## config.mk

```make
export PLATFORM = sky130hd
export DESIGN_NAME = phase_countdown_timer_flat
export DESIGN_NICKNAME = d
export VERILOG_FILES = /design/src/rtl/phase_timer_pkg.sv /design/src/rtl/phase_countdown_timer_if.sv /design/src/rtl/tick_prescaler.sv /design/src/rtl/phase_countdown_timer.sv /design/src/flat_wrapper.sv
export SDC_FILE = /design/constraint.sdc
export NUM_CORES = 1
export LEC_CHECK = 0
export CAP_MARGIN = 25
export CORE_MARGIN = 8
export CORE_UTILIZATION = 49
export DETAILED_ROUTE_END_ITERATION = 7
export PLACE_DENSITY_LB_ADDON = 0.05
export REMOVE_ABC_BUFFERS = 1
export SLEW_MARGIN = 20
export SYNTH_ARGS = -nofsm -noshare
export SYNTH_HDL_FRONTEND = slang
export SYNTH_SLANG_ARGS = --single-unit
```

## constraint.sdc

```tcl
create_clock -name clk -period 2.5 [get_ports clk]
set_clock_uncertainty 0.2 [all_clocks]
set_input_delay 0.375 -clock clk [delete_from_list [all_inputs] [get_ports clk]]
set_output_delay 0.375 -clock clk [all_outputs]
set_load 0.005 [all_outputs]
```

## src/rtl/phase_timer_pkg.sv

```systemverilog
// Shared constants and FSM encoding for the phase countdown timer.
package phase_timer_pkg;

  localparam int DEF_TICKS_PER_SEC = 10000;
  localparam int DEF_SEC_W         = 16;
  localparam int DEF_TICK_W        = 14;

  typedef enum logic [1:0] {
    ST_IDLE   = 2'd0,
    ST_RUN    = 2'd1,
    ST_EXPIRE = 2'd2
  } state_t;

endpackage

```

## src/rtl/phase_countdown_timer_if.sv

```systemverilog
// Timer bus between the light-sequencing FSM (master) and the countdown timer (slave).
// The pause wire exists only when PHASE_TIMER_PAUSE_EN is defined.
interface phase_countdown_timer_if
  import phase_timer_pkg::*;
#(
  parameter int SEC_W = DEF_SEC_W
) ();

  logic             start;
  logic [SEC_W-1:0] secs_in;
`ifdef PHASE_TIMER_PAUSE_EN
  logic             pause;
`endif
  logic             finished;
  logic             expired;
  logic [SEC_W-1:0] secs_left;

  modport master (
`ifdef PHASE_TIMER_PAUSE_EN
    output pause,
`endif
    output start, secs_in,
    input  finished, expired, secs_left
  );

  modport slave (
`ifdef PHASE_TIMER_PAUSE_EN
    input  pause,
`endif
    input  start, secs_in,
    output finished, expired, secs_left
  );

endinterface

```

## src/rtl/tick_prescaler.sv

```systemverilog
// Divides clk down to a one-cycle sec_tick every TICKS_PER_SEC enabled cycles.
// Clear has priority over enable and returns the count to zero.
module tick_prescaler #(
  parameter int TICKS_PER_SEC = 10000,
  parameter int TICK_W        = 14
) (
  input  logic clk,
  input  logic reset,
  input  logic i_clear,
  input  logic i_en,
  output logic o_sec_tick
);

  logic [TICK_W-1:0] r_tick_cnt;
  logic              w_at_wrap;

  assign w_at_wrap  = (r_tick_cnt == TICK_W'(TICKS_PER_SEC - 1));
  assign o_sec_tick = i_en && w_at_wrap;

  always_ff @(posedge clk) begin
    if (reset || i_clear) begin
      r_tick_cnt <= '0;
    end else if (i_en) begin
      r_tick_cnt <= w_at_wrap ? '0 : r_tick_cnt + TICK_W'(1);
    end
  end

endmodule

```

## src/rtl/phase_countdown_timer.sv

```systemverilog
// Seconds countdown for each light phase; finished is low for exactly N*TICKS_PER_SEC cycles.
// Optional freeze input is enabled by defining PHASE_TIMER_PAUSE_EN.
module phase_countdown_timer
  import phase_timer_pkg::*;
#(
  parameter int TICKS_PER_SEC = DEF_TICKS_PER_SEC,
  parameter int SEC_W         = DEF_SEC_W,
  parameter int TICK_W        = DEF_TICK_W
) (
  input  logic                   clk,
  input  logic                   reset,
  phase_countdown_timer_if.slave bus
);

  state_t           r_state;
  state_t           w_state_nxt;
  logic [SEC_W-1:0] r_sec_cnt;
  logic [SEC_W-1:0] w_sec_cnt_nxt;
  logic [SEC_W-1:0] r_secs_left;
  logic             w_pause;
  logic             w_load;
  logic             w_run_en;
  logic             w_clear;
  logic             w_sec_tick;

`ifdef PHASE_TIMER_PAUSE_EN
  assign w_pause = bus.pause;
`else
  assign w_pause = 1'b0;
`endif

  assign w_load   = bus.start && (bus.secs_in != '0);
  // Any start (load or abort) restarts the second boundary from zero.
  assign w_clear  = (r_state != ST_RUN) || bus.start;
  assign w_run_en = (r_state == ST_RUN) && !bus.start && !w_pause;

  tick_prescaler #(
    .TICKS_PER_SEC (TICKS_PER_SEC),
    .TICK_W        (TICK_W)
  ) u_prescaler (
    .clk        (clk),
    .reset      (reset),
    .i_clear    (w_clear),
    .i_en       (w_run_en),
    .o_sec_tick (w_sec_tick)
  );

  always_comb begin
    w_state_nxt   = r_state;
    w_sec_cnt_nxt = r_sec_cnt;
    case (r_state)
      ST_IDLE: begin
        if (w_load) begin
          w_state_nxt   = ST_RUN;
          w_sec_cnt_nxt = bus.secs_in;
        end
      end
      ST_RUN: begin
        if (bus.start) begin
          if (w_load) begin
            w_sec_cnt_nxt = bus.secs_in;
          end else begin
            w_state_nxt   = ST_IDLE;
            w_sec_cnt_nxt = '0;
          end
        end else if (w_sec_tick) begin
          // Last second completes straight into EXPIRE, so sec_cnt never wraps.
          if (r_sec_cnt == SEC_W'(1)) begin
            w_state_nxt   = ST_EXPIRE;
            w_sec_cnt_nxt = '0;
          end else begin
            w_sec_cnt_nxt = r_sec_cnt - SEC_W'(1);
          end
        end
      end
      ST_EXPIRE: begin
        if (w_load) begin
          w_state_nxt   = ST_RUN;
          w_sec_cnt_nxt = bus.secs_in;
        end else begin
          w_state_nxt   = ST_IDLE;
        end
      end
      default: begin
        w_state_nxt   = ST_IDLE;
        w_sec_cnt_nxt = '0;
      end
    endcase
  end

  always_ff @(posedge clk) begin
    if (reset) begin
      r_state     <= ST_IDLE;
      r_sec_cnt   <= '0;
      r_secs_left <= '0;
    end else begin
      r_state     <= w_state_nxt;
      r_sec_cnt   <= w_sec_cnt_nxt;
      r_secs_left <= (w_state_nxt == ST_RUN) ? w_sec_cnt_nxt : '0;
    end
  end

  assign bus.finished  = (r_state != ST_RUN);
  assign bus.expired   = (r_state == ST_EXPIRE);
  assign bus.secs_left = r_secs_left;

endmodule

```

## src/flat_wrapper.sv

```systemverilog
// flat-port wrapper written by rule: the top's interface ports become plain ports
module phase_countdown_timer_flat import phase_timer_pkg::*;
#(
  parameter int TICKS_PER_SEC = DEF_TICKS_PER_SEC,
  parameter int SEC_W         = DEF_SEC_W,
  parameter int TICK_W        = DEF_TICK_W
)
  (clk, reset, bus_start, bus_secs_in, bus_finished, bus_expired, bus_secs_left);
  phase_countdown_timer_if #(.SEC_W(SEC_W)) bus_i ();
  input  logic clk;
  input  logic reset;
  input wire logic [$bits(bus_i.start)-1:0] bus_start;
  input wire logic [$bits(bus_i.secs_in)-1:0] bus_secs_in;
  output wire logic [$bits(bus_i.finished)-1:0] bus_finished;
  output wire logic [$bits(bus_i.expired)-1:0] bus_expired;
  output wire logic [$bits(bus_i.secs_left)-1:0] bus_secs_left;
  assign bus_i.start = bus_start;
  assign bus_i.secs_in = bus_secs_in;
  assign bus_finished = bus_i.finished;
  assign bus_expired = bus_i.expired;
  assign bus_secs_left = bus_i.secs_left;
  phase_countdown_timer #(.TICKS_PER_SEC(TICKS_PER_SEC), .SEC_W(SEC_W), .TICK_W(TICK_W)) u_core (.clk(clk), .reset(reset), .bus(bus_i));
endmodule
```

==> out/results.ini <==
[timing]
finalHoldViolCount=0
drv_slew=0
worst_pin_slew_ps=496.4
setup-violations-final=0
post-route-min-period_ps=2395
finalSetupTns_ps=0
setup_slack_ps=105.5
hold_ws_ps=271.5
fmax_mhz=417.6
relSlewSlack_pct=66.60
grt_setup_unrepaired=false
period_share_pct=95.78

[critical_path]
r2r_start=u_core.u_prescaler.r_tick_cnt[4]$_SDFFE_PP0N_
reg2reg_to=u_core.bus.secs_left[12]$_SDFF_PP0_
cp_max_fo=6
cp-end-kind=register
cp-start-kind=register
crit_type=reg -> reg
worstRegToRegCells=7
crit_arrival_ps=2390
crit_required_ps=2490
r2r_slack_ps=110

[run_status]
status=completed

[power_and_ir_drop]
irDropWorstVdd_mv=0.4551
pwr-share-clk_pct=32.6
swShare_pct=26.06
seqPwrFrac_pct=46.7
p_sw_w=0.0004654
powerDensity_nw_per_um2=512.0
p_total_w=0.001786
p_int_w=0.001320
leakagePower_nw=1.345
comb_power_share_pct=20.7

[yosys]
synth_cells=296
synthFlopType=dfxtp_1
synthArstFlopShare_pct=0
ys_ff_latch=48
syn_area_per_cell_um2=8.560
seq_area_frac_synth_pct=37.93
ys_types=58
yosysMostFrequentCell=nor2_1
synth_top_area_share_pct=37.93
syn_area_um2=2534
ys.warnings.count=0
synth_edf_count=0
yosys.area.top_type=dfxtp_1
synthTopCellsByCount=nor2_1 (52), dfxtp_1 (48), nand2_1 (29)
synth_area_leaders=dfxtp_1 (38%), nor2_1 (7.7%), a221oi_2 (5.9%), xnor2_1 (4.8%), nand2_1 (4.3%)

[placed_design]
dp_slack_ps=-155.8
placed_area_um2=3332
place_congestion=0.9298
portBuffers=36
dp_hpwl_mm=5.421

[final_layout]
fill_cells=430
drive_gt1_share_pct=23.68
diodes=0
area_growth_pct=37.68
final_cell_area_um2=3488
multiInputGateArea_um2=1509
ff_latch_area_um2=960.9
fin_nets=401

[grt]
antenna_found_initial=0
grt_max_degree=24
overflow=0
grt_pass1_vias=2460
grt_usage_pct=19.44
grt_first_pass_wirelength_mm=11.85

[drt]
wl_met1_mm=3.284
dr_wl_met2_mm=3.152
antenna_left=0
wl_per_cell_um=15.82
drt-total-wl_mm=7.117
drt_iter0_markers=252
met3_length_um=542
num_vias=2505
drc=0
dr.pass1.iters=4
routed.top_layer=met4
via_per_inst=5.567

[min_path]
whs_path_depth=1
min-delay-start=u_core.u_prescaler.r_tick_cnt[0]$_SDFFE_PP0N_
holdPathEnd=u_core.u_prescaler.r_tick_cnt[0]$_SDFFE_PP0N_
hold_class=reg -> reg

[clocking]
clk_latency_ps=290
clk_pin_slew_ps=90
numClockSinks=48
cts_buffers=5
cts_hold_buffers=0
clk_path_buf_depth=2
cts_tree=yes
clk_root_buffer_cell=clkbuf_8
htree_levels=2

[floorplan]
rows=26
die_h_um=87.91
die_area_um2=7728
core_um2=5042
start_util_pct=50.25
die_w_um=87.91
io_pins=37

[flow_run]
maxCapViolations=0

## flip-flops by register name, summed over array words and instances (netlist names)
register / flops
u_core.bus.secs_left: 16
u_core.r_sec_cnt: 16
u_core.u_prescaler.r_tick_cnt: 14
u_core.r_state: 2
## how the worst max path moves through the flow
stage | end | startpoint | slack (ps)
3_5_place_dp | u_core.r_sec_cnt[14]$_SDFF_PP0_ | bus_start | -160
5_1_grt | u_core.r_sec_cnt[3]$_SDFF_PP0_ | u_core.u_prescaler.r_tick_cnt[4]$_SDFFE_PP0N_ | 8
4_1_cts | u_core.bus.secs_left[12]$_SDFF_PP0_ | u_core.u_prescaler.r_tick_cnt[5]$_SDFFE_PP0N_ | 30
6_report | u_core.bus.secs_left[12]$_SDFF_PP0_ | u_core.u_prescaler.r_tick_cnt[4]$_SDFFE_PP0N_ | 110
2_1_floorplan | u_core.bus.secs_left[14]$_SDFF_PP0_ | u_core.r_state[0]$_SDFF_PP0_ | -80
3_3_place_gp | u_core.bus.secs_left[14]$_SDFF_PP0_ | bus_start | -150
## final cells by class
class | instances | area share (%)
tap | 70 | 2.511
sequential | 48 | 27.55
inverter | 7 | 0.7532
timing repair buffer | 89 | 22.45
multi-input combinational | 228 | 43.26
clock inverter | 2 | 1.112
clock buffer | 6 | 2.367
## stage by stage
stage          utilization (%)  instances
6_report                 69.18        450
5_1_grt                  69.18        450
4_1_cts                  68.49        449
3_5_place_dp             66.08        441
3_3_place_gp             66.08        441
2_1_floorplan                -        283
## layout by cell type (no fill, tap or decap), drive strengths merged, types with 11 or more instances in the layout
master	Yosys	layout
nand2	29	29
xnor2	14	14
nor4	11	11
clkdlybuf4s50	0	36
buf	7	53
nor2	53	53
a21oi	17	17
nand4	15	15
dfxtp	48	48
nand3	11	11
## routing by layer
layer	up-vias	GRT usage, %
met5	-	0
met4	0	5.938
met3	17	3.471
met2	100	30.78
met1	1165	25.97
li1	1223	-
## logic make-up after synthesis
family	after synthesis	share of synthesized area [%]
and+or+nand+nor	155	33.58
buffers and inverters	20	3.605
xor gates and xnor gates	21	7.259
adders and majority gates	3	1.482
AOI/OAI and AO/OA	49	16.15
DFF	48	37.93
## power groups by stage
stage	registers (W)	logic (W)	clock network [W]
2_1_floorplan	0.000851	0.000163	0
3_3_place_gp	0.000848	0.000355	0
3_5_place_dp	0.000850	0.000358	0
4_1_cts	0.000832	0.000361	0.000601
5_1_grt	0.000840	0.000403	0.000631
6_report	0.000834	0.000370	0.000582
## critical path, cell delays in order (launching register included)
cell,delay (ps)
dfxtp_1,370
or3b_4,480
nor4_4,380
nand4_1,180
xnor2_1,170
a222oi_1,290
buf_4,180
nor2_1,40
## what timing repair did
item	CTS	global route
gates resized for setup	0	6
endpoints found under the setup margin	0	17
setup buffers	0	1
Note: power is estimated with default switching activity, not from simulation.
